--- src/rtl/psum_drain_ctrl_pkg.sv ---
// Shared register-file and PE-control types plus drain-controller constants.
// RFCfg/PECtlCfg hold pad geometry and beat formats; psum_drain_ctrl_pkg holds FSM encodings.
package RFCfg;
  localparam int PPADADDRWD = 4;
  localparam int PSUMWD     = 32;

  typedef enum logic {
    D16 = 1'b0,
    D32 = 1'b1
  } PsumMode;
endpackage

package PECtlCfg;
  import RFCfg::*;

  localparam int PEROWWD = 4;

  typedef struct packed {
    logic                  read;
    logic [PPADADDRWD-1:0] raddr;
    logic                  write;
    logic [PPADADDRWD-1:0] waddr;
  } PPctl;

  typedef struct packed {
    logic [PSUMWD-1:0]  data;
    logic [PEROWWD-1:0] col;
    PsumMode            mode;
    logic               last;
  } PSOutBeat;
endpackage

package psum_drain_ctrl_pkg;
  import RFCfg::*;

  localparam logic [1:0] ST_IDLE  = 2'd0;
  localparam logic [1:0] ST_DRAIN = 2'd1;
  localparam logic [1:0] ST_FLUSH = 2'd2;

  localparam int FIFO_DEPTH = 2;

  // D16 packs two halves per entry, so only even addresses are read
  function automatic logic [PPADADDRWD:0] drain_reads(input logic [PPADADDRWD:0] size,
                                                      input PsumMode             mode);
    logic [PPADADDRWD+1:0] w_sum;
    w_sum = {1'b0, size} + {{(PPADADDRWD+1){1'b0}}, 1'b1};
    return (mode == D16) ? w_sum[PPADADDRWD+1:1] : size;
  endfunction
endpackage

--- src/rtl/psum_drain_ctrl_if.sv ---
// Beat channel with rdy/ack handshake; master drives rdy and beat, slave answers with ack.
interface psum_drain_ctrl_if;
  import PECtlCfg::*;

  logic     rdy;
  logic     ack;
  PSOutBeat beat;

  modport master (output rdy, output beat, input ack);
  modport slave  (input rdy, input beat, output ack);
endinterface

--- src/rtl/psum_skid_fifo.sv ---
// Two-entry skid buffer; an empty buffer forwards the incoming beat straight to the output.
module psum_skid_fifo
  import PECtlCfg::*;
  import psum_drain_ctrl_pkg::*;
(
  input  logic              i_clk,
  input  logic              i_rst_n,
  input  logic              i_clear,
  psum_drain_ctrl_if.slave  s_in,
  psum_drain_ctrl_if.master m_out,
  output logic [1:0]        o_count
);

  PSOutBeat   r_mem [FIFO_DEPTH];
  logic       r_head;
  logic       r_tail;
  logic [1:0] r_count;

  logic w_empty;
  logic w_bypass;
  logic w_pop;
  logic w_push;

  assign w_empty    = (r_count == 2'd0);
  assign m_out.rdy  = !w_empty || s_in.rdy;
  assign m_out.beat = !w_empty ? r_mem[r_head] : (s_in.rdy ? s_in.beat : '0);

  // push+pop on an empty buffer passes through without touching storage
  assign w_bypass = w_empty && s_in.rdy && m_out.ack;
  assign w_pop    = !w_empty && m_out.ack;
  assign w_push   = s_in.rdy && !w_bypass && ((r_count != 2'd2) || w_pop);
  assign s_in.ack = w_bypass || w_push;
  assign o_count  = r_count;

  always_ff @(posedge i_clk or negedge i_rst_n) begin
    if (!i_rst_n) begin
      r_head   <= 1'b0;
      r_tail   <= 1'b0;
      r_count  <= 2'd0;
      r_mem[0] <= '0;
      r_mem[1] <= '0;
    end else if (i_clear) begin
      r_head  <= 1'b0;
      r_tail  <= 1'b0;
      r_count <= 2'd0;
    end else begin
      if (w_push) begin
        r_mem[r_tail] <= s_in.beat;
        r_tail        <= ~r_tail;
      end
      if (w_pop) begin
        r_head <= ~r_head;
      end
      r_count <= r_count + {1'b0, w_push} - {1'b0, w_pop};
    end
  end

endmodule

--- src/rtl/psum_drain_ctrl.sv ---
// Drains the psum pad into rdy/ack output beats through a 2-entry skid buffer.
// IDLE | waiting for start ; DRAIN | issuing pad reads ; FLUSH | emptying reads in flight and buffer
module psum_drain_ctrl
  import PECtlCfg::*;
  import psum_drain_ctrl_pkg::*;
#(
  parameter logic [PEROWWD-1:0] PECOLIDX   = '0,
  parameter int                 PPADADDRWD = RFCfg::PPADADDRWD,
  parameter int                 PSUMWD     = RFCfg::PSUMWD
) (
  input  logic                i_clk,
  input  logic                i_rst_n,
  input  logic                i_start,
  input  logic                i_clear,
  input  logic [PPADADDRWD:0] i_ppad_size,
  input  RFCfg::PsumMode      i_psum_mode,
  output PPctl                o_PSPPctl,
  input  logic [PSUMWD-1:0]   i_pp_rdata,
  output logic                PSOut_rdy,
  input  logic                PSOut_ack,
  output PSOutBeat            o_PSOut,
  output logic                o_busy,
  output logic                o_done
);

  logic [1:0]            r_state;
  logic [1:0]            w_state_nxt;
  logic [PPADADDRWD:0]   r_rem;
  logic [PPADADDRWD-1:0] r_raddr;
  logic [PPADADDRWD-1:0] w_step;
  RFCfg::PsumMode        r_mode;
  logic                  r_inflight;
  logic                  r_inflight_last;
  logic                  r_zero_done;
  logic [1:0]            w_fifo_cnt;

  logic w_start;
  logic w_read;
  logic w_final_rd;
  logic w_flush_done;

  psum_drain_ctrl_if w_in_if ();
  psum_drain_ctrl_if w_out_if ();

  assign w_start = i_start && !i_clear && (r_state == ST_IDLE);

  // at most two entries buffered or in flight, so the skid buffer never overflows
  assign w_read = (r_state == ST_DRAIN) && !i_clear &&
                  (({1'b0, w_fifo_cnt} + {2'b00, r_inflight}) < 3'd2);
  assign w_final_rd   = w_read && (r_rem == {{PPADADDRWD{1'b0}}, 1'b1});
  assign w_flush_done = (r_state == ST_FLUSH) && (w_fifo_cnt == 2'd0) &&
                        !r_inflight && !i_clear;

  assign w_step = {{(PPADADDRWD-2){1'b0}}, (r_mode == RFCfg::D16), (r_mode == RFCfg::D32)};

  always_comb begin
    w_state_nxt = r_state;
    case (r_state)
      ST_IDLE:  if (w_start && (i_ppad_size != '0)) w_state_nxt = ST_DRAIN;
      ST_DRAIN: if (w_final_rd) w_state_nxt = ST_FLUSH;
      ST_FLUSH: if (w_flush_done) w_state_nxt = ST_IDLE;
      default:  w_state_nxt = ST_IDLE;
    endcase
    if (i_clear) begin
      w_state_nxt = ST_IDLE;
    end
  end

  always_ff @(posedge i_clk or negedge i_rst_n) begin
    if (!i_rst_n) begin
      r_state         <= ST_IDLE;
      r_rem           <= '0;
      r_raddr         <= '0;
      r_mode          <= RFCfg::D16;
      r_inflight      <= 1'b0;
      r_inflight_last <= 1'b0;
      r_zero_done     <= 1'b0;
    end else begin
      r_state         <= w_state_nxt;
      r_inflight      <= w_read;
      r_inflight_last <= w_final_rd;
      r_zero_done     <= w_start && (i_ppad_size == '0);
      if (w_start) begin
        r_mode  <= i_psum_mode;
        r_rem   <= drain_reads(i_ppad_size, i_psum_mode);
        r_raddr <= '0;
      end else if (w_read) begin
        r_rem <= r_rem - {{PPADADDRWD{1'b0}}, 1'b1};
        if (!w_final_rd) begin
          r_raddr <= r_raddr + w_step;
        end
      end
    end
  end

  assign w_in_if.rdy  = r_inflight;
  assign w_in_if.beat = '{data: i_pp_rdata, col: PECOLIDX, mode: r_mode, last: r_inflight_last};

  psum_skid_fifo u_fifo (
    .i_clk   (i_clk),
    .i_rst_n (i_rst_n),
    .i_clear (i_clear),
    .s_in    (w_in_if),
    .m_out   (w_out_if),
    .o_count (w_fifo_cnt)
  );

  a_no_drop: assert property (@(posedge i_clk) disable iff (!i_rst_n)
                              w_in_if.rdy |-> w_in_if.ack);

  assign w_out_if.ack = PSOut_ack;
  assign PSOut_rdy    = w_out_if.rdy;
  assign o_PSOut      = w_out_if.beat;
  assign o_PSPPctl    = '{read: w_read, raddr: r_raddr, write: 1'b0, waddr: '0};
  assign o_busy       = (r_state != ST_IDLE);
  assign o_done       = w_flush_done || (r_zero_done && !i_clear);

endmodule

--- config.mk ---
export PLATFORM = sky130hd
export DESIGN_NAME = psum_drain_ctrl
export DESIGN_NICKNAME = d
export VERILOG_FILES = /design/src/rtl/psum_drain_ctrl_pkg.sv /design/src/rtl/psum_drain_ctrl_if.sv /design/src/rtl/psum_skid_fifo.sv /design/src/rtl/psum_drain_ctrl.sv
export SDC_FILE = /design/constraint.sdc
export NUM_CORES = 1
export LEC_CHECK = 0
export ABC_AREA = 0
export BUFFER_PORTS_ARGS = -buffer_cell sky130_fd_sc_hd__clkbuf_2
export CELL_PAD_IN_SITES_DETAIL_PLACEMENT = 1
export CELL_PAD_IN_SITES_GLOBAL_PLACEMENT = 1
export CORE_MARGIN = 10
export CORE_UTILIZATION = 45
export DETAILED_ROUTE_END_ITERATION = 8
export GPL_TIMING_DRIVEN = 0
export PLACE_DENSITY_LB_ADDON = 0.3
export SLEW_MARGIN = 20
export SYNTH_ARGS = -nofsm -noshare
export SYNTH_HDL_FRONTEND = slang
export SYNTH_HIERARCHICAL = 1
export SYNTH_SLANG_ARGS = --single-unit
--- constraint.sdc ---
create_clock -name i_clk -period 1.9 [get_ports i_clk]
set_clock_uncertainty 0.05 [all_clocks]
set_input_delay 0.095 -clock i_clk [delete_from_list [all_inputs] [get_ports i_clk]]
set_output_delay 0.095 -clock i_clk [all_outputs]
set_load 0.1 [all_outputs]
### Word-level counts from Yosys, hierarchy flattened

Cells that the tools add are included.

* word-level logic and storage cells: 101
* input port bits: 43
* register bits: 95
* ROM bits: 0
* bits in latches: 0
* bits in writable memories: 0
* memories: 0

* mux-type cells: 24
* divide/modulo/power cells: 0
* reduce and logical (&&, ||, !) cells: 35
* multipliers: 0
* $lt $le $gt $ge: 4
* shift operators: 0
* add/sub/neg operators: 6
* bitwise logic cells: 6
* eq/ne operators: 8

Operator list (number)
* $mux 38: 6
* $bwmux 76: 1
* $demux 38 s1: 1
* $logic_and 1x1->1: 17
* $mux 5: 3
* $mux 4: 3
* $mux 2: 5
* $reduce_bool 2->1: 4
* $add 5x1->6 const B: 1
* $ne 3x3->1 const B: 2
* $pmux 2 s3: 1
* $eq 5x1->1 const B: 1
* $logic_not 5->1: 1
* $reduce_bool 5->1: 1
* $sub 5x1->5 const B: 1
* $add 4x2->4: 1
* $ge 2x2->1 const B: 2
* $logic_not 1->1: 4
* $logic_not 2->1: 2
* $mux 1: 4
* $ne 2x2->1 const B: 2
* $not 1->1: 4
* $not 1->2: 2
* $reduce_and 2->1: 2
* 10 further kinds: 12

### Depth between registers and ports, before layout

* word-level depth: 9
* mapped depth: 8

### By module

Netlist, hierarchy kept.

Modules (own cells, without submodules)
* psum_skid_fifo: instances 1, area an instance 4061.4 µm², cells an instance 324
* psum_drain_ctrl: instances 1, area an instance 970.9 µm², cells an instance 102

### Worst setup path after synthesis

No wires, ideal clock.

* path kind: flip-flop to output port
* start: register u_fifo.r_count[0], in the netlist u_fifo/o_count[0]
* end: output o_PSOut[0] (netlist name)
* data arrival time: 3.220 ns
* cell stages (with the launch flop): 6
* data required time: 1.755 ns
* path slack: -1.465 ns
* cells stage by stage: dfrtp_1 clkbuf_1 nor2_1 buf_2 clkbuf_1 o21ai_0

RTL lines
* from (decl): line psum_skid_fifo.sv:17 `logic [1:0] r_count;`
* from (signal assigned): line psum_skid_fifo.sv:54 `r_count <= r_count + {1'b0, w_push} - {1'b0, w_pop};`
* to (decl): line psum_drain_ctrl.sv:21 `output PSOutBeat o_PSOut,`

==> results by group <==
GRT
  • Initial antenna violation count: 0
  • Vias in the first global route: 4754
  • First-pass GRT wire length: between 20000 and 30000 um
  • Congestion Overflow GR: 0
  • Largest net degree at the start of global routing: between 50 and 60
  • Total routing usage reported by global routing: 0.218

Timing
  • Total negative setup slack: -7.97 ns
  • Final setup slack of the worst path: -0.229 ns
  • Worst-case headroom to the max-slew limit: 0.438
  • Final Hold Viols: 0
  • Final slew viol count: 0
  • Max Clock Freq: 470 MHz
  • Setup violations, final: 83
  • Transition at the pin with the smallest max-transition slack: around 0.84 ns
  • RSZ-0062 raised after global routing: true
  • Post-route clock period utilization: 1.12
  • Shortest clock period the worst path allows after layout: 2.13 ns

Worst setup path
  • Setup crit end kind: primary output
  • Cell with the largest stage delay on the worst path: sky130_fd_sc_hd__dfrtp_1
  • Buffers and inverters on the worst path: 3
  • Critical path class: reg -> out
  • Sort of element at the start of the critical path: flop
  • Ordered list of cells on the worst path: clkbuf_4, clkbuf_2, nand3_1, o21ai_2, clkbuf_16
  • Critical Path RT: between 1.5 and 2 ns
  • Largest fanout of any net on the critical path: 10
  • Delay of the slowest cell on the worst path: slightly below 0.5 ns
  • Crit path DAT: just under 2 ns
  • Largest delay contributor family on the critical path: buffers and inverters

Clock network
  • TritonCTS Sinks: between 90 and 100
  • Clock transition at the registers of the reported paths: 0.10 ns
  • Number of CTS-inserted buffers: 9
  • Clk root buf: sky130_fd_sc_hd__clkbuf_8
  • CTS tree: done
  • Number of H-tree levels: 3
  • Buffers from clock root to sink, at most: 2
  • Clock latency on the worst-skew pair: ~0.37 ns

Cells and area
  • Ant diodes: 0
  • Final Net Count: between 600 and 700
  • Commonest non-fill, non-tap cell in the layout: sky130_fd_sc_hd__dfrtp_1
  • Commonest cells after routing, fill and taps aside: sky130_fd_sc_hd__dfrtp_1 (92), sky130_fd_sc_hd__mux2_2 (56), sky130_fd_sc_hd__clkbuf_2 (47), sky130_fd_sc_hd__clkbuf_16 (40), sky130_fd_sc_hd__dlygate4sd3_1 (34)
  • Area overhead of the layout relative to synthesis: 58.1%
  • Combined area of the multi-input logic cells: about 2900 um^2
  • Share of the core filled with cells in the final layout: 0.729
  • Fraction of layout cells with a size suffix above 1: 0.534
  • Layout filler cell count: 965
  • Register area: ~2400 um^2

Route
  • Routed wire per std cell: 28.7 um
  • Number of design rule violations left after detail routing: 0
  • Count of routing violations after the opening detailed-route iteration: 292
  • Vias: 4318
  • Wirelength, routed: 21200 um
  • Mean number of vias per cell: 5.84
  • Number of iterations in the first detailed-routing pass: 4
  • Final antenna-violating net count: 0

Synth
  • Yosys warning total: 6
  • Post-Synthesis Cells: 424
  • Avg Inst Size Synth: 11.8 um^2
  • Synth Cell Area: 5020 um^2

Job
  • Maxcap violations: 0

Die
  • Num ports: 94
  • FP Rows: 38
  • Die span in y: 126 um
  • Initial standard-cell utilization of the core: 0.461
  • Die area: 15800 um^2
  • Area of the placeable core: 10900 um^2
  • Die width: about 130 um

Power and ir drop
  • Static leakage: 3.60 nW
  • Peak supply drop: 1.31 mV
  • Total power draw: ~16 mW
  • Ratio of total power to cell area: 2020 nW/um^2

Placement
  • Placed wire-length estimate after detailed placement: 9760 um
  • Weighted congestion at the end of routability-driven global placement: 0.757
  • Count of input and output buffers: 87

Status
  • Status: finished, violations left
  • Failing checks: setup timing

Min path
  • Path category of the worst min-delay check: in -> reg
registers in the layout, summed over array words and instances (netlist names):
name / count
r_inflight: 1
u_fifo/o_count: 2
u_fifo/r_mem: 76
r_rem: 5
r_zero_done: 1
r_state: 2
r_mode: 1
u_fifo/r_tail: 1
r_inflight_last: 1
r_raddr: 4
u_fifo/r_head: 1
timing repair:
action,4_1_cts,5_1_grt
pin swaps,1,7
hold buffers,34,0
endpoints found under the hold margin,161,0
cloned,1,1
setup endpoints to repair,43,64
buffers inserted,4,16
gates resized for setup,163,71
through the flow:
stage,cell area [um^2],setup WS [ns],hold slack (ns),instances
6_report,7930,-0.229,0.0937,739
5_1_grt,7930,-0.290,0.100,739
3_5_place_dp,5970,-0.676,0.0000478,668
4_1_cts,7490,-0.131,0.0551,723
2_1_floorplan,5310,-0.182,-0.251,440
3_3_place_gp,5920,-0.699,0.308,667
per-layer routing:
layer / share of wire / up-vias / GRT usage
met5: 0 / - / 0
met4: 0.035 / 0 / 0.0786
met3: 0.053 / 48 / 0.0474
met2: 0.54 / 164 / 0.396
met1: 0.37 / 2262 / 0.245
li1: - / 1844 / -
worst register-to-register path, stage by stage, from the launching register on:
cell                      delay, ns
sky130_fd_sc_hd__dfrtp_1       0.43
sky130_fd_sc_hd__buf_8         0.15
sky130_fd_sc_hd__o21ai_0       0.39
sky130_fd_sc_hd__inv_1         0.12
sky130_fd_sc_hd__ha_1          0.31
sky130_fd_sc_hd__inv_1         0.05
sky130_fd_sc_hd__ha_1          0.20
sky130_fd_sc_hd__xnor2_1       0.21
sky130_fd_sc_hd__nor2_1        0.08
area by class of cell:
class                      instances  area share
clock buffer                      12      0.0208
sequential                        95       0.300
clock inverter                     4     0.00662
inverter                          13     0.00615
tap                              140      0.0221
buffer                            34      0.0473
timing repair buffer             144       0.229
multi-input combinational        297       0.367
power breakdown:
| group | switching (mW) | internal (mW) |
|---|---|---|
| Clock | 0.806 | 0.722 |
| Sequential | 0.740 | 2.83 |
| Combinational | 6.55 | 4.35 |
| Total | 8.10 | 7.90 |
worst paths after layout:
kind	endpoint	slack, ns	depth (start not counted)	startpoint
setup / recovery	o_PSOut[14]	-0.23	5	r_inflight$_DFF_PN0_
hold / removal	r_state[0]$_DFFE_PN0P_	0.09	3	i_ppad_size[2]
setup reg to reg	u_fifo/o_count[1]$_DFF_PN0_	-0.21	8	u_fifo/o_count[0]$_DFF_PN0_
hold reg to reg	r_raddr[3]$_DFFE_PN0P_	0.45	1	r_raddr[3]$_DFFE_PN0P_
max in group asynchronous	u_fifo/o_count[1]$_DFF_PN0_	1.02	3	i_rst_n
min in group asynchronous	u_fifo/r_mem[10]$_DFFE_PN0P_	0.18	2	i_rst_n
Note: power is estimated with default switching activity, not from simulation.
